**src/rtl/id_state_if.sv**
```systemverilog
// Decode-stage bus: fetch/WB inputs into id_state and the registered EX-facing outputs.
// The master modport drives the stage; the slave modport is the stage itself.
interface id_state_if;
  logic [15:0] inst;
  logic        inst_valid;
  logic        hold;
  logic        flush;
  logic [15:0] fwddata;
  logic        wb_we;
  logic [2:0]  wb_rd;
  logic [15:0] wb_data;
  logic [15:0] areg;
  logic [15:0] breg;
  logic [2:0]  com_id;
  logic [2:0]  rd_id;
  logic        rwe_id;
  logic        ld_op_id;
  logic        st_op_id;
  logic        stall_req;

  modport master (
    output inst, inst_valid, hold, flush, fwddata, wb_we, wb_rd, wb_data,
    input  areg, breg, com_id, rd_id, rwe_id, ld_op_id, st_op_id, stall_req
  );

  modport slave (
    input  inst, inst_valid, hold, flush, fwddata, wb_we, wb_rd, wb_data,
    output areg, breg, com_id, rd_id, rwe_id, ld_op_id, st_op_id, stall_req
  );
endinterface

```
**src/rtl/id_state.sv**
```systemverilog
// Decode/register-read stage: 8x16 register file, EX forwarding and WB bypass.
// Define ID_FWD_EN to forward fwddata from EX; otherwise EX hazards stall one cycle.
module id_state #(
  parameter logic [2:0] COM_PASSB = 3'b111,
  parameter int         NREG      = 8
) (
  input logic       clk,
  input logic       rst_n,
  id_state_if.slave bus
);
  localparam int DATA_W = 16;

  typedef enum logic [1:0] {
    CLS_ALU = 2'b00,
    CLS_LD  = 2'b01,
    CLS_ST  = 2'b10,
    CLS_LI  = 2'b11
  } cls_t;

  function automatic logic signed [DATA_W-1:0] sext_imm(input logic signed [7:0] imm);
    logic signed [DATA_W-1:0] wide;
    wide = imm;
    return wide;
  endfunction

  logic [DATA_W-1:0] rf [NREG];

  logic [DATA_W-1:0] areg_p0, breg_p0;
  logic [2:0]        com_p0, rd_p0;
  logic              rwe_p0, ld_p0, st_p0;

  cls_t              cls;
  logic [2:0]        rd, rs, rt;
  logic [DATA_W-1:0] opnd_rs, opnd_rt;
  logic              uses_rs, uses_rt, stall;
  logic [DATA_W-1:0] dec_a, dec_b;
  logic [2:0]        dec_com;
  logic              dec_rwe, dec_ld, dec_st;

  assign cls = cls_t'(bus.inst[15:14]);
  assign rd  = bus.inst[10:8];
  assign rs  = bus.inst[7:5];
  assign rt  = bus.inst[4:2];

  // Operand read: EX forward beats WB bypass beats the register file.
  always_comb begin
    opnd_rs = rf[rs];
    if (bus.wb_we && bus.wb_rd == rs) opnd_rs = bus.wb_data;
`ifdef ID_FWD_EN
    if (rwe_p0 && rd_p0 == rs) opnd_rs = bus.fwddata;
`endif
  end

  always_comb begin
    opnd_rt = rf[rt];
    if (bus.wb_we && bus.wb_rd == rt) opnd_rt = bus.wb_data;
`ifdef ID_FWD_EN
    if (rwe_p0 && rd_p0 == rt) opnd_rt = bus.fwddata;
`endif
  end

  assign uses_rs = (cls != CLS_LI);
  assign uses_rt = (cls == CLS_ALU) || (cls == CLS_ST);

`ifdef ID_FWD_EN
  assign stall = 1'b0;
`else
  wire unused_fwddata = ^bus.fwddata;
  assign stall = bus.inst_valid && !bus.hold && rwe_p0 &&
                 ((uses_rs && rd_p0 == rs) || (uses_rt && rd_p0 == rt));
`endif

  always_comb begin
    dec_a   = '0;
    dec_b   = '0;
    dec_com = 3'b000;
    dec_rwe = 1'b0;
    dec_ld  = 1'b0;
    dec_st  = 1'b0;
    case (cls)
      CLS_ALU: begin
        dec_a   = opnd_rs;
        dec_b   = opnd_rt;
        dec_com = bus.inst[13:11];
        dec_rwe = 1'b1;
      end
      CLS_LD: begin
        dec_b   = opnd_rs;
        dec_com = COM_PASSB;
        dec_rwe = 1'b1;
        dec_ld  = 1'b1;
      end
      CLS_ST: begin
        dec_a  = opnd_rt;
        dec_b  = opnd_rs;
        dec_st = 1'b1;
      end
      CLS_LI: begin
        dec_b   = sext_imm(bus.inst[7:0]);
        dec_com = COM_PASSB;
        dec_rwe = 1'b1;
      end
      default: ;
    endcase
  end

  // ID -> EX boundary; the register file shares this clock and reset.
  always_ff @(posedge clk or negedge rst_n) begin
    if (!rst_n) begin
      rf      <= '{default: '0};
      areg_p0 <= '0;
      breg_p0 <= '0;
      com_p0  <= 3'b000;
      rd_p0   <= 3'b000;
      rwe_p0  <= 1'b0;
      ld_p0   <= 1'b0;
      st_p0   <= 1'b0;
    end else begin
      if (bus.wb_we) rf[bus.wb_rd] <= bus.wb_data;
      if (bus.flush || (!bus.hold && (!bus.inst_valid || stall))) begin
        areg_p0 <= '0;
        breg_p0 <= '0;
        com_p0  <= 3'b000;
        rd_p0   <= 3'b000;
        rwe_p0  <= 1'b0;
        ld_p0   <= 1'b0;
        st_p0   <= 1'b0;
      end else if (!bus.hold) begin
        areg_p0 <= dec_a;
        breg_p0 <= dec_b;
        com_p0  <= dec_com;
        rd_p0   <= rd;
        rwe_p0  <= dec_rwe;
        ld_p0   <= dec_ld;
        st_p0   <= dec_st;
      end
    end
  end

  assign bus.areg      = areg_p0;
  assign bus.breg      = breg_p0;
  assign bus.com_id    = com_p0;
  assign bus.rd_id     = rd_p0;
  assign bus.rwe_id    = rwe_p0;
  assign bus.ld_op_id  = ld_p0;
  assign bus.st_op_id  = st_p0;
  assign bus.stall_req = stall;
endmodule
```
**src/flat_wrapper.sv**
```systemverilog
// flat-port wrapper written by rule: the top's interface ports become plain ports
module id_state_flat 
#(
  parameter logic [2:0] COM_PASSB = 3'b111,
  parameter int         NREG      = 8
)
  (clk, rst_n, bus_inst, bus_inst_valid, bus_hold, bus_flush, bus_fwddata, bus_wb_we, bus_wb_rd, bus_wb_data, bus_areg, bus_breg, bus_com_id, bus_rd_id, bus_rwe_id, bus_ld_op_id, bus_st_op_id, bus_stall_req);
  id_state_if bus_i ();
  input logic clk;
  input logic rst_n;
  input wire logic [$bits(bus_i.inst)-1:0] bus_inst;
  input wire logic [$bits(bus_i.inst_valid)-1:0] bus_inst_valid;
  input wire logic [$bits(bus_i.hold)-1:0] bus_hold;
  input wire logic [$bits(bus_i.flush)-1:0] bus_flush;
  input wire logic [$bits(bus_i.fwddata)-1:0] bus_fwddata;
  input wire logic [$bits(bus_i.wb_we)-1:0] bus_wb_we;
  input wire logic [$bits(bus_i.wb_rd)-1:0] bus_wb_rd;
  input wire logic [$bits(bus_i.wb_data)-1:0] bus_wb_data;
  output wire logic [$bits(bus_i.areg)-1:0] bus_areg;
  output wire logic [$bits(bus_i.breg)-1:0] bus_breg;
  output wire logic [$bits(bus_i.com_id)-1:0] bus_com_id;
  output wire logic [$bits(bus_i.rd_id)-1:0] bus_rd_id;
  output wire logic [$bits(bus_i.rwe_id)-1:0] bus_rwe_id;
  output wire logic [$bits(bus_i.ld_op_id)-1:0] bus_ld_op_id;
  output wire logic [$bits(bus_i.st_op_id)-1:0] bus_st_op_id;
  output wire logic [$bits(bus_i.stall_req)-1:0] bus_stall_req;
  assign bus_i.inst = bus_inst;
  assign bus_i.inst_valid = bus_inst_valid;
  assign bus_i.hold = bus_hold;
  assign bus_i.flush = bus_flush;
  assign bus_i.fwddata = bus_fwddata;
  assign bus_i.wb_we = bus_wb_we;
  assign bus_i.wb_rd = bus_wb_rd;
  assign bus_i.wb_data = bus_wb_data;
  assign bus_areg = bus_i.areg;
  assign bus_breg = bus_i.breg;
  assign bus_com_id = bus_i.com_id;
  assign bus_rd_id = bus_i.rd_id;
  assign bus_rwe_id = bus_i.rwe_id;
  assign bus_ld_op_id = bus_i.ld_op_id;
  assign bus_st_op_id = bus_i.st_op_id;
  assign bus_stall_req = bus_i.stall_req;
  id_state #(.COM_PASSB(COM_PASSB), .NREG(NREG)) u_core (.clk(clk), .rst_n(rst_n), .bus(bus_i));
endmodule
```
**config.mk**
```make
export PLATFORM = sky130hd
export DESIGN_NAME = id_state_flat
export DESIGN_NICKNAME = d
export VERILOG_FILES = /design/src/rtl/id_state_if.sv /design/src/rtl/id_state.sv /design/src/flat_wrapper.sv
export SDC_FILE = /design/constraint.sdc
export NUM_CORES = 1
export LEC_CHECK = 0
export ABC_CLOCK_PERIOD_IN_PS = 2000
export BUFFER_PORTS_ARGS = -buffer_cell sky130_fd_sc_hd__buf_2
export CAP_MARGIN = 20
export CORE_MARGIN = 10
export CORE_UTILIZATION = 35
export CTS_BUF_LIST = sky130_fd_sc_hd__clkbuf_16
export CTS_CLUSTER_DIAMETER = 60
export DETAILED_ROUTE_END_ITERATION = 10
export SLEW_MARGIN = 5
export SYNTH_ARGS = -nofsm -noshare
export SYNTH_HDL_FRONTEND = slang
export SYNTH_SLANG_ARGS = --single-unit
```
**constraint.sdc**
```tcl
create_clock -name clk -period 2 [get_ports clk]
set_input_delay 0.4 -clock clk [delete_from_list [all_inputs] [get_ports clk]]
set_output_delay 0.4 -clock clk [all_outputs]
set_load 0.02 [all_outputs]
```
======== Word-level counts from Yosys, hierarchy flattened ========
Index checks and enable logic that the tools add are counted.
Widths: inputs -> output; s select.
cells by class
  add/sub/neg operators ................... 0
  $mul .................................... 0
  div/mod/pow operators ................... 0
  magnitude comparators ................... 4
  eq/ne operators ......................... 9
  shift operators ......................... 0
  mux-type cells .......................... 31
  bitwise logic cells ..................... 3
  reductions and logical operators ........ 19
operators with widths
  kind                count
  $mux 16             11
  $bwmux 128          1
  $bmux 16 s3         2
  $demux 16 s3        1
  $pmux 16 s3         1
  $pmux 16 s2         1
  $eq 3x3->1          4
  $ge 4x4->1 const B  3
  $mux 3              4
  $not 3->4           3
  $logic_and 1x1->1   9
  $mux 1              9
  $pmux 3 s2          1
  $eq 2x2->1 const B  2
  $logic_or 1x1->1    4
  $lt 4x1->1 const B  1
  $reduce_or 2->1     2
  $reduce_or 3->1     1
  $eq 2x1->1 const B  1
  $logic_not 1->1     2
  $logic_not 2->1     1
  $ne 2x1->1 const B  1
  $ne 2x2->1 const B  1
word-level totals
  bits in registers ....................... 169
  latch bits .............................. 0
  bits in writable memories ............... 0
  bits in read-only memories .............. 0
  input port bits ......................... 57
  output and inout bits ................... 42
  word-level logic and storage cells ...... 81
  memories kept ........................... 0

======== Logic depth before layout (Yosys ltp) ========
Gate-level depths: netlist of the first run.
  depth in word-level cells ............... 9
  gate-level depth with buffers ........... 9
  depth with buffers taken out ............ 6

======== Worst setup path before layout of the first run ========
OpenSTA, ideal clock, no wires.
  path type ............................... input -> register
  start ................................... input bus_inst[5]
  end ..................................... register u_core.breg_p0[11], in the netlist u_core.bus.breg[11]
  library setup time ...................... 0.146 ns
  arrival ................................. 1.759 ns
  required time ........................... 1.854 ns
  path slack .............................. 0.094 ns
  cell stages on the path ................. 7
  cell sequence ........................... buf_4 -> buf_4 -> mux4_2 -> mux2i_1 -> nand2_1 -> a221oi_1 -> a311oi_1
on the way
  word-level cells in the longest chain between the ends .. 8
  elaborated cells on any way between the ends .. 18
  those cells by class .................... 3 x eq/ne; 7 x mux; 1 x bitwise; 7 x reduce/logical
RTL lines
  item                                                                line                              source
  start, declared                                                     flat_wrapper.sv:11                input wire logic [$bits(bus_i.inst)-1:0] bus_inst;
  $not 3->4 (implied by the code) or $eq 3x3->1 (tied branches)       id_state.sv:47, id_state.sv:70
  $bmux 16 s3 or $logic_and 1x1->1 (tied branches)                    id_state.sv:47, id_state.sv:70
  $mux 16 (implied by the code) or $logic_or 1x1->1 (tied branches)   id_state.sv:47, id_state.sv:70
  $mux 16 (implied by the code) or $logic_and 1x1->1 (tied branches)  id_state.sv:47, id_state.sv:69
  $mux 16 or $logic_or 1x1->1 (tied branches)                         id_state.sv:48, id_state.sv:120
  $pmux 16 s3 or $logic_and 1x1->1 (tied branches)                    id_state.sv:80, id_state.sv:120
  $mux 16 or $logic_or 1x1->1 (tied branches)                         id_state.sv:128, id_state.sv:120
  $mux 16 or $ne 2x1->1 (tied branches)                               -
  end signal, assigned                                                id_state.sv:112                   breg_p0 <= '0;
  end signal, assigned                                                id_state.sv:122                   breg_p0 <= '0;
  end signal, assigned                                                id_state.sv:130                   breg_p0 <= dec_b;
  end, declared                                                       id_state.sv:28                    logic [DATA_W-1:0] areg_p0, breg_p0;
Parallel ways exist; a longest one is shown, timed or not. The select of a mux whose other input is x is not followed.
A chain may end at the register's enable or synchronous reset.

======== Worst setup path after layout of the first run ========
  start ................................... register u_core.rd_p0[2], in the netlist u_core.bus.rd_id[2]
  end ..................................... output bus_stall_req
on the way
  word-level cells in the longest chain between the ends .. 4
  elaborated cells on any way between the ends .. 6
  those cells by class .................... 2 x eq/ne; 4 x reduce/logical
RTL lines
  item                    line                source
  start, declared         id_state.sv:29      logic [2:0] com_p0, rd_p0;
  start signal, assigned  id_state.sv:132     rd_p0 <= rd;
  $eq 3x3->1              id_state.sv:70      ((uses_rs && rd_p0 == rs) || (uses_rt && rd_p0 == rt));
  $logic_and 1x1->1       id_state.sv:70
  $logic_or 1x1->1 (*)    id_state.sv:70
  $logic_and 1x1->1 (*)   id_state.sv:69      assign stall = bus.inst_valid && !bus.hold && rwe_p0 &&
  end, declared           flat_wrapper.sv:26  output wire logic [$bits(bus_i.stall_req)-1:0] bus_stall_req;
Every way passes the cells marked *; elsewhere a longest branch is shown, timed or not.

==> results of run 1 <==
## cell families (layout without fill, tap and decap cells)
group	after synthesis	in the layout	synth area share [%]
buf+inv	81	189	4.41
mux	224	224	34.2
simple gates	84	84	4.21
fa+ha+maj	4	4	0.534
xor+xnor	12	12	1.12
flops	169	169	45.1
compound gates	133	133	10.4
## flip-flops by register name, summed over array words and instances, names as in the netlist
signal               cells
u_core.bus.com_id        3
u_core.bus.rd_id         3
u_core.bus.breg         16
u_core.bus.st_op_id      1
u_core.bus.rwe_id        1
u_core.rf              128
u_core.bus.ld_op_id      1
u_core.bus.areg         16
## stage by stage
stage	area (sq um)	util, %	TNS (ns)	total power (uW)
floorplan	9370	-	0	6130
CTS	11300	43.0	-0.137	10100
detailed placement	10700	40.6	-3.26	6860
global route	11300	43.0	-0.229	10600
finish	11300	43.0	-0.122	10100
global placement	10700	40.6	-2.55	6770
## Yosys cell counts
cell type and count:
xnor2_1 9, o21ai_0 19, a21boi_0 7, nor3_2 2, nor3b_1 1, a22o_1 4, a221oi_1 23, xor2_1 3
nor3b_2 2, and4b_1 1, ha_1 4, clkbuf_2 1, buf_6 6, a21oi_1 19, a311oi_1 9, o21a_1 9
nand2_1 66, o2111ai_1 17, buf_1 2, or4_1 1, nor2b_1 1, mux4_2 64, mux2i_1 32, or2_2 1
nand4b_1 3, buf_4 10, o211a_1 1, a21o_1 1, buf_2 20, o41ai_1 1, clkbuf_1 39, dfrtp_1 169
o211ai_1 23, nand4_1 3, mux2_2 128, nand2b_1 3, inv_1 3
## worst max-delay path by stage
stage / endpoint / start / slack [ns] / cells past startpoint
floorplan: u_core.bus.breg[11]$_DFFE_PN0P_ / bus_inst[5] / 0.09 / 7
global placement: u_core.bus.breg[13]$_DFFE_PN0P_ / bus_inst[5] / -0.11 / 7
detailed placement: u_core.bus.areg[13]$_DFFE_PN0P_ / bus_inst[5] / -0.12 / 8
CTS: bus_stall_req / u_core.bus.rd_id[2]$_DFFE_PN0P_ / -0.14 / 6
global route: bus_stall_req / u_core.bus.rd_id[2]$_DFFE_PN0P_ / -0.23 / 6
finish: bus_stall_req / u_core.bus.rd_id[2]$_DFFE_PN0P_ / -0.12 / 6
## where the power goes
part	switching, uW	internal [uW]
sequential	433	4030
combinational	979	1370
clock	1430	1840
total	2840	7240
## cell type report
type / instances / area [sq um] / share of cell area (%)
well taps: 335 / 419 / 3.72
flip-flops and latches: 169 / 4230 / 37.5
inverters: 3 / 11.3 / 0.0999
repair buffers: 156 / 1280 / 11.4
clock buffers: 17 / 425 / 3.77
clock inverters: 13 / 145 / 1.29
multi-input cells: 457 / 4760 / 42.2
## layer usage
layer / global-route usage, % / routed length [microns] / vias up
met5: 0 / 0 / -
met4: 5.57 / 512 / 0
met3: 3.08 / 1340 / 31
met2: 26.3 / 13000 / 203
met1: 18.9 / 10900 / 3443
li1: - / - / 2936
## worst register-to-register path: stages, from the launching register on
cell and delay (ns):
dfrtp_1 0.41, xor2_1 0.20, or4_1 0.54, o211a_1 0.20
nand2_1 0.17, buf_12 0.18, o211ai_1 0.09
## timing repair
item                                    4_1_cts  5_1_grt
gates resized for setup                       6        0
buffers inserted                              1        0
endpoints found under the setup margin        1        1
hold buffers                                  1        0
hold endpoints to repair                     41        0
pin swaps                                     4        0
gates cloned                                  0        0
==> results.md, run 1 <==
* Relative slew slack at 69.4%
* Filler cell count at 2391
* Top cells by area, synth: dfrtp_1, mux2_2, mux4_2, mux2i_1, nand2_1
* CP Max Fanout at 3
* Detail Placement HPWL at 17300 microns
* Fin Clk Skew at 0.0158 ns
* Fin worst setup slack at -0.122 ns
* # setup viols final at 1
* R2R Path End: u_core.bus.areg[13]$_DFFE_PN0P_
* Measured slew at the worst slew-check pin at 0.459 ns
* Failing checks: negative setup slack
* Layout cell share with drive strength beyond 1 at 47.4%
* TritonCTS Buffers at 17
* Worst path top cell family by delay: flip-flops
* Most common cell after layout, fill and taps aside: dfrtp_1
* Final wirelength at 25800 microns
* Total congestion overflow at 0
* Port Buffers at 82
* Syn Nets at 768
* Hold depth at 2
* Pin count of the biggest net entering global routing at 74
* R2R Path Start: u_core.bus.rd_id[2]$_DFFE_PN0P_
* Placed insts at 1118
* Initial antenna violation count at 0
* Crit share post-route at 106%
* Worst Path Class, Setup: register to output pin
* Routability cong. at 0.790
* Yosys cell types at 37
* Clk root buf: clkbuf_16
* H-tree levels at 4
* Leak pwr at 0.00485 uW
* Pwr Density at 894 mW/mm^2
* Max Cap Viol at 0
* DR pass1 iterations at 5
* Seq cells post-synth at 169
* Worst Path Arrival at 1.72 ns
* Routed len/inst at 22.4 microns
* Most frequent cells in the layout: dfrtp_1, mux2_2, buf_2
* Reg clk slew, reported paths at 0.06 ns
* Antenna violation net count after detailed routing at 0
* Peak supply drop at 0.483 mV
* Crit. End Element: output pin
* Floorplan die area at 0.0337 sq mm
* Tmin final at 2.12 ns
* P&R area growth vs syn at 20.3%
* Worst reg-to-reg path cell count at 6
* Synth top area share at 45.1%
* Non-Filler Instances at 1150
* Flop2flop setup slack at 0.07 ns
* GRT Total Usage at 15.4%
* Pins Over Slew Limit at 0
* CTS tree: built
* Initial detailed-routing violation count at 493
* Vias in the first global route at 6853
* Clk buf depth at 2
* I/O pins at 99
* Initial core utilization at 35.7%
* Element type at the critical path start: register
* Synth Cell Area at 0.00937 sq mm
* Antenna cells at 0
* Slowest-stage cell, CP: dfrtp_1
* Critical Path RT at 1.60 ns
* Syn. warnings at 0
* Drt via density at 5.75
* Final nets at 865
* Unrepaired setup endpoints after global routing: yes
* Seq/Total Area, Yosys at 45.1%
* Mapped Cells at 707
* Via count at 6613
* Setup WS pre-CTS at -0.124 ns
* Largest stage delay on the critical path at 0.41 ns
* CP cell instances: buf_4 -> xnor2_2 -> o2111ai_2 -> o41ai_2 -> and4b_1 -> buf_6
* Min Hold Slack at 0.191 ns
* Max Fclk at 0.471 GHz
* Buf/Inv on CP at 2
* Syn Area/Cell at 13.2 sq um
* Die outline height at 184 microns
* Status: finished with violations
* Worst hold endpoint: u_core.bus.rd_id[0]$_DFFE_PN0P_
* # clock sinks at 169
* Cell Rows at 59
* First-pass GRT wire length at 40300 microns
* DRC errors left at 0
* Core footprint at 0.0262 sq mm
* Worst hold path type: input port to register
* Die X at 184 microns
* Min-delay src: bus_inst[8]
* Yosys top cell by area: dfrtp_1
* Hold Violations, Final at 0
* Worst-Skew Late Latency at 0.43 ns
Power figures use the tool's default switching activity.
==> run 2: changes to the inputs <==
--- a/config.mk
+++ b/config.mk
@@ -5,11 +5,10 @@
 export SDC_FILE = /design/constraint.sdc
 export NUM_CORES = 1
 export LEC_CHECK = 0
-export ABC_CLOCK_PERIOD_IN_PS = 2000
 export BUFFER_PORTS_ARGS = -buffer_cell sky130_fd_sc_hd__buf_2
 export CAP_MARGIN = 20
 export CORE_MARGIN = 10
-export CORE_UTILIZATION = 35
+export CORE_UTILIZATION = 40
 export CTS_BUF_LIST = sky130_fd_sc_hd__clkbuf_16
 export CTS_CLUSTER_DIAMETER = 60
 export DETAILED_ROUTE_END_ITERATION = 10
==> results.md, run 2 (synthesized netlist as in run 1, its figures left out) <==
* Critical path launch point: u_core.bus.rd_id[2]$_DFFE_PN0P_ (unchanged)
* Worst-Skew Late Latency at 0.44 ns (was 0.43 ns)
* Most common cell after layout, fill and taps aside: dfrtp_1 (unchanged)
* Final wirelength at 26400 microns (was 25800 microns)
* Worst Path Class, Setup: register to output pin (unchanged)
* CP Max Fanout at 3 (unchanged)
* Port Buffers at 82 (unchanged)
* Reg clk slew, reported paths at 0.07 ns (was 0.06 ns)
* Relative slew slack at 64.3% (was 69.4%)
* Most frequent cells in the layout: dfrtp_1, mux2_2, buf_2 (unchanged)
* Filler cell count at 1958 (was 2391)
* Layout cell share with drive strength beyond 1 at 46.5% (was 47.4%)
* Max Cap Viol at 0 (unchanged)
* Initial core utilization at 41.0% (was 35.7%)
* P&R area growth vs syn at 19.1% (was 20.3%)
* H-tree levels at 4 (unchanged)
* Min-delay src: bus_inst[9] (was bus_inst[8])
* Peak supply drop at 0.621 mV (was 0.483 mV)
* Leak pwr at 0.00482 uW (was 0.00485 uW)
* Failing checks: negative setup slack (unchanged)
* Clk root buf: clkbuf_16 (unchanged)
* TritonCTS Buffers at 17 (unchanged)
* Non-Filler Instances at 1122 (was 1150)
* R2R Path Start: u_core.bus.rd_id[1]$_DFFE_PN0P_ (was u_core.bus.rd_id[2]$_DFFE_PN0P_)
* Worst reg-to-reg path cell count at 6 (unchanged)
* Die X at 173 microns (was 184 microns)
* Cell Rows at 55 (was 59)
* Via count at 6718 (was 6613)
* Crit. End Element: output pin (unchanged)
* Flop2flop setup slack at 0.11 ns (was 0.07 ns)
* Drt via density at 5.99 (was 5.75)
* Unrepaired setup endpoints after global routing: yes (unchanged)
* Initial detailed-routing violation count at 564 (was 493)
* Placed cell area at 0.0105 sq mm (was 0.0107 sq mm)
* I/O pins at 99 (unchanged)
* Worst hold endpoint: u_core.bus.rd_id[1]$_DFFE_PN0P_ (was u_core.bus.rd_id[0]$_DFFE_PN0P_)
* Vias in the first global route at 7092 (was 6853)
* CTS tree: built (unchanged)
* Core footprint at 0.0228 sq mm (was 0.0262 sq mm)
* Flip-flop count of the largest register after layout at 128 (unchanged)
* First-pass GRT wire length at 41600 microns (was 40300 microns)
* Element type at the critical path start: register (unchanged)
* Fin worst setup slack at -0.123 ns (was -0.122 ns)
* Final nets at 858 (was 865)
* Initial antenna violation count at 0 (unchanged)
* R2R Path End: u_core.bus.areg[9]$_DFFE_PN0P_ (was u_core.bus.areg[13]$_DFFE_PN0P_)
* Worst Path Arrival at 1.72 ns (about the same)
* Clk buf depth at 2 (unchanged)
* Total congestion overflow at 0 (unchanged)
* Placed insts at 1086 (was 1118)
* Antenna violation net count after detailed routing at 0 (unchanged)
* Pin count of the biggest net entering global routing at 74 (unchanged)
* Hold Violations, Final at 0 (unchanged)
* # clock sinks at 169 (unchanged)
* Routed len/inst at 23.5 microns (was 22.4 microns)
* Detail Placement HPWL at 17900 microns (was 17300 microns)
* DRC errors left at 0 (unchanged)
* Hold depth at 2 (unchanged)
* Floorplan die area at 0.0299 sq mm (was 0.0337 sq mm)
* Finished Cell Area at 0.0112 sq mm (was 0.0113 sq mm)
* Max Fclk at 0.471 GHz (about the same)
* Measured slew at the worst slew-check pin at 0.531 ns (was 0.459 ns)
* Pwr Density at 929 mW/mm^2 (was 894 mW/mm^2)
* Fin Clk Skew at 0.0148 ns (was 0.0158 ns)
* Tmin final at 2.12 ns (about the same)
* Crit share post-route at 106% (about the same)
* Final core occ at 48.8% (was 43.0%)
* Routability cong. at 0.852 (was 0.790)
* # setup viols final at 1 (unchanged)
* Setup WS pre-CTS at -0.212 ns (was -0.124 ns)
* Pins Over Slew Limit at 0 (unchanged)
* Worst hold path type: input port to register (unchanged)
* Status: finished with violations (unchanged)
* Critical Path RT at 1.60 ns (about the same)
* Die outline height at 173 microns (was 184 microns)
* GRT Total Usage at 17.4% (was 15.4%)
* DR pass1 iterations at 5 (unchanged)
* Biggest register: u_core.rf (unchanged)
* Antenna cells at 0 (unchanged)
==> run 2: how the worst max path moves through the flow <==
stage | end | cells after the start
after floorplan | u_core.bus.breg[11]$_DFFE_PN0P_ | 7
after global placement | u_core.bus.breg[12]$_DFFE_PN0P_ | 7
after detailed placement | u_core.bus.breg[12]$_DFFE_PN0P_ | 7
after CTS | bus_stall_req | 4
after global routing | bus_stall_req | 4
final | bus_stall_req | 4
==> run 2: worst max-delay path, stage by stage, from the launching register on <==
cell and delay [ns]:
dfrtp_1 0.42, xor2_1 0.17, o41ai_1 0.34, and4b_1 0.25, buf_6 0.12
==> run 2: area by class of cell <==
cell class              instances  area, sq um  share of cell area [%]
well taps                     313          392                    3.51
repair buffers                149         1180                    10.6
clock inverters                14          185                    1.66
clock buffers                  17          425                    3.81
inverters                       3         11.3                   0.101
multi-input cells             457         4730                    42.4
flip-flops and latches        169         4230                    37.9
==> run 2: power breakdown <==
group | internal (uW) | leakage, uW | switching, uW | total (uW)
Combinational | 1350 | 0.00242 | 1070 | 2420
Sequential | 4030 | 0.00210 | 446 | 4470
Clock | 2000 | 0.000297 | 1470 | 3470
Total | 7370 | 0.00482 | 2990 | 10400
==> run 2: metrics by stage <==
step | power [uW] | hold slack (ns) | TNS (ns)
floorplan | 6130 | 0.104 | 0
global placement | 6750 | 0.365 | -4.70
detailed placement | 6930 | 0.383 | -5.50
CTS | 10400 | 0.176 | -0.138
global route | 10800 | 0.184 | -0.185
finish | 10400 | 0.190 | -0.123
==> run 2: what timing repair did <==
action	4_1_cts	5_1_grt
resized for setup	2	0
buffers inserted	3	1
setup endpoints to repair	1	1
hold endpoints to repair	43	0
pin swaps	3	3
hold buffers	1	0
gates cloned	0	0
==> run 2: routing by layer <==
metal  up-vias  wire length, microns  GRT usage (%)
met4         0                   354           4.92
met3        27                  1310           3.27
met5         -                     0              0
li1       2911                     -              -
met1      3543                 11600           23.0
met2       237                 13100           28.5
==> run 3: changes to the inputs <==
--- a/config.mk
+++ b/config.mk
@@ -12,6 +12,7 @@
 export CTS_BUF_LIST = sky130_fd_sc_hd__clkbuf_16
 export CTS_CLUSTER_DIAMETER = 60
 export DETAILED_ROUTE_END_ITERATION = 10
+export REMOVE_ABC_BUFFERS = 1
 export SLEW_MARGIN = 5
 export SYNTH_ARGS = -nofsm -noshare
 export SYNTH_HDL_FRONTEND = slang
==> constraint.sdc (replaced) <==
create_clock -name clk -period 1.82 [get_ports clk]
set_input_delay 0.364 -clock clk [delete_from_list [all_inputs] [get_ports clk]]
set_output_delay 0.364 -clock clk [all_outputs]
set_load 0.02 [all_outputs]
==> results.md, run 3 (synthesized netlist as in run 1, its figures left out) <==
* Status: finished with violations (unchanged)
* Failing checks: negative setup slack (unchanged)
* Routability cong. at 0.849 (was 0.852)
* Drt via density at 5.91 (was 5.99)
* Routed len/inst at 23.6 microns (was 23.5 microns)
* I/O pins at 99 (unchanged)
* Peak supply drop at 0.638 mV (was 0.621 mV)
* Initial core utilization at 41.0% (unchanged)
* Layout cell share with drive strength beyond 1 at 48.3% (was 46.5%)
* Pins Over Slew Limit at 0 (unchanged)
* Pin count of the biggest net entering global routing at 74 (unchanged)
* Final nets at 882 (was 858)
* Largest stage delay on the critical path at 0.38 ns (was 0.42 ns)
* GRT Total Usage at 17.8% (was 17.4%)
* First-pass GRT wire length at 42200 microns (was 41600 microns)
* DR pass1 iterations at 5 (unchanged)
* Critical path launch point: u_core.bus.rd_id[1]$_DFFE_PN0P_ (was u_core.bus.rd_id[2]$_DFFE_PN0P_)
* Initial detailed-routing violation count at 645 (was 564)
* Setup tns final at -2.23 ns (was -0.123 ns)
* Floorplan die area at 0.0299 sq mm (unchanged)
* Slowest-stage cell, CP: dfrtp_1 (unchanged)
* Via count at 6785 (was 6718)
* Reg clk slew, reported paths at 0.06 ns (was 0.07 ns)
* Buf/Inv on CP at 2 (was 1)
* Tmin final at 2.16 ns
* R2R Path End: u_core.bus.breg[14]$_DFFE_PN0P_ (was u_core.bus.areg[9]$_DFFE_PN0P_)
* Most frequent cells in the layout: dfrtp_1, mux2_2, buf_2 (unchanged)
* Worst reg-to-reg path cell count at 8 (was 6)
* Most common cell after layout, fill and taps aside: dfrtp_1 (unchanged)
* # setup viols final at 39 (was 1)
* Unrepaired setup endpoints after global routing: yes (unchanged)
* Measured slew at the worst slew-check pin at 0.500 ns (was 0.531 ns)
* Worst-Skew Late Latency at 0.42 ns (was 0.44 ns)
* Antenna violation net count after detailed routing at 0 (unchanged)
* Area of the multi-input gates at 0.00482 sq mm (was 0.00473 sq mm)
* Element type at the critical path start: register (unchanged)
* Total congestion overflow at 0 (unchanged)
* Biggest register: u_core.rf (unchanged)
* Final core occ at 49.8% (was 48.8%)
* Most used cell along the critical path: buf_4
* Pwr Density at 957 mW/mm^2 (was 929 mW/mm^2)
* Detail Placement HPWL at 18800 microns (was 17900 microns)
* Sequential Area at 0.00423 sq mm (unchanged)
* DRC errors left at 0 (unchanged)
* Filler cell count at 1975 (was 1958)
* Worst path top cell family by delay: flip-flops (unchanged)
* Crit. End Element: output pin (unchanged)
* Worst Path Class, Setup: register to output pin (unchanged)
* Crit path to: bus_stall_req (unchanged)
* Cell Rows at 55 (unchanged)
* CTS tree: built (unchanged)
* Fin Clk Skew at 0.00898 ns (was 0.0148 ns)
* Vias in the first global route at 7207 (was 7092)
* Flip-flop count of the largest register after layout at 128 (unchanged)
* Fin worst setup slack at -0.338 ns (was -0.123 ns)
* H-tree levels at 4 (unchanged)
* Max Fclk at 0.463 GHz
* Worst hold path type: input port to register (unchanged)
* P&R area growth vs syn at 21.4% (was 19.1%)
* Crit share post-route at 119%
* Port Buffers at 82 (unchanged)
* CP Max Fanout at 2 (was 3)
* Crit path depth at 5 (was 4)
* Flop2flop setup slack at -0.08 ns (was 0.11 ns)
* Clk buf depth at 2 (unchanged)
* Final wirelength at 27100 microns (was 26400 microns)
* Max Cap Viol at 0 (unchanged)
* Core footprint at 0.0228 sq mm (unchanged)
* Hold Violations, Final at 0 (unchanged)
* R2R Path Start: u_core.bus.rd_id[1]$_DFFE_PN0P_ (unchanged)
* Die outline height at 173 microns (unchanged)
* Relative slew slack at 66.7% (was 64.3%)
* CP cell instances: xor2_1 -> buf_4 -> o41ai_4 -> and4b_1 -> buf_4 (was xor2_1 -> o41ai_1 -> and4b_1 -> buf_6)
* Worst Path Arrival at 1.79 ns (was 1.72 ns)
* Leak pwr at 0.00494 uW (was 0.00482 uW)
* Critical Path RT at 1.46 ns (was 1.60 ns)
* Die X at 173 microns (unchanged)
* Clk root buf: clkbuf_16 (unchanged)
* Initial antenna violation count at 1 (was 0)
* # clock sinks at 169 (unchanged)
* TritonCTS Buffers at 17 (unchanged)
[run 3: cell count changes in the layout (fill, tap and decap cells not counted), sizes merged]
cell / delta
inv: -3
clkinvlp: -1
clkinv: +7
bufinv: -2
clkbuf: +1
buf: +23
diode: +1
[run 3: what timing repair did]
item,CTS,global route
hold buffers,1,0
hold endpoints to repair,42,0
resized for setup,7,13
pin swaps,1,6
gates cloned,0,2
endpoints found under the setup margin,42,42
setup buffers,0,2
[run 3: metal layers]
| layer | part of all wire [%] | routed length, microns | GRT usage (%) |
|---|---|---|---|
| met5 | 0 | 0 | 0 |
| met4 | 1.7 | 454 | 4.64 |
| met3 | 5.1 | 1370 | 4.12 |
| met2 | 50 | 13600 | 29.8 |
| met1 | 43 | 11700 | 22.6 |
[run 3: worst min-delay path by stage]
| stage | depth (start not counted) | slack [ns] | startpoint | end |
|---|---|---|---|---|
| final | 2 | 0.18 | bus_inst[10] | u_core.bus.rd_id[2]$_DFFE_PN0P_ |
| after global routing | 2 | 0.17 | bus_inst[8] | u_core.bus.rd_id[0]$_DFFE_PN0P_ |
| after CTS | 2 | 0.17 | bus_inst[10] | u_core.bus.rd_id[2]$_DFFE_PN0P_ |
| after detailed placement | 1 | 0.34 | rst_n | u_core.bus.breg[1]$_DFFE_PN0P_ |
| after global placement | 1 | 0.33 | rst_n | u_core.bus.breg[1]$_DFFE_PN0P_ |
| after floorplan | 0 | 0.07 | rst_n | u_core.bus.areg[0]$_DFFE_PN0P_ |
[run 3: area by class of cell]
type	instances	area share (%)
Antenna cell	1	0.0220
Clock buffer	17	3.74
Clock inverter	15	0.847
Inverter	3	0.0990
Multi-Input combinational cell	457	42.4
Sequential cell	169	37.2
Tap cell	313	3.44
Timing Repair Buffer	173	12.3
[run 3: where the power goes]
part,switching (uW),internal (uW)
clock,1450,1830
sequential,501,4430
combinational,1130,1530
[run 3: stage by stage]
stage / hold WS (ns) / setup WS (ns) / total power [uW] / cell area (sq um) / cells
floorplan: 0.0684 / -1.61 / 6570 / 8970 / 629
global placement: 0.329 / -0.284 / 7400 / 10700 / 1110
detailed placement: 0.338 / -0.318 / 7610 / 10700 / 1110
CTS: 0.169 / -0.316 / 10900 / 11200 / 1143
global route: 0.175 / -0.432 / 11400 / 11400 / 1148
finish: 0.182 / -0.338 / 10900 / 11400 / 1148
[run 3: worst reg2reg max path, delay by kind of cell (launching register included)]
family / cells / cell delay (ns)
XOR/XNOR: 1 / 0.15
buffers and inverters: 3 / 0.54
AO/OA/AOI/OAI: 4 / 0.70
flip-flops: 1 / 0.38
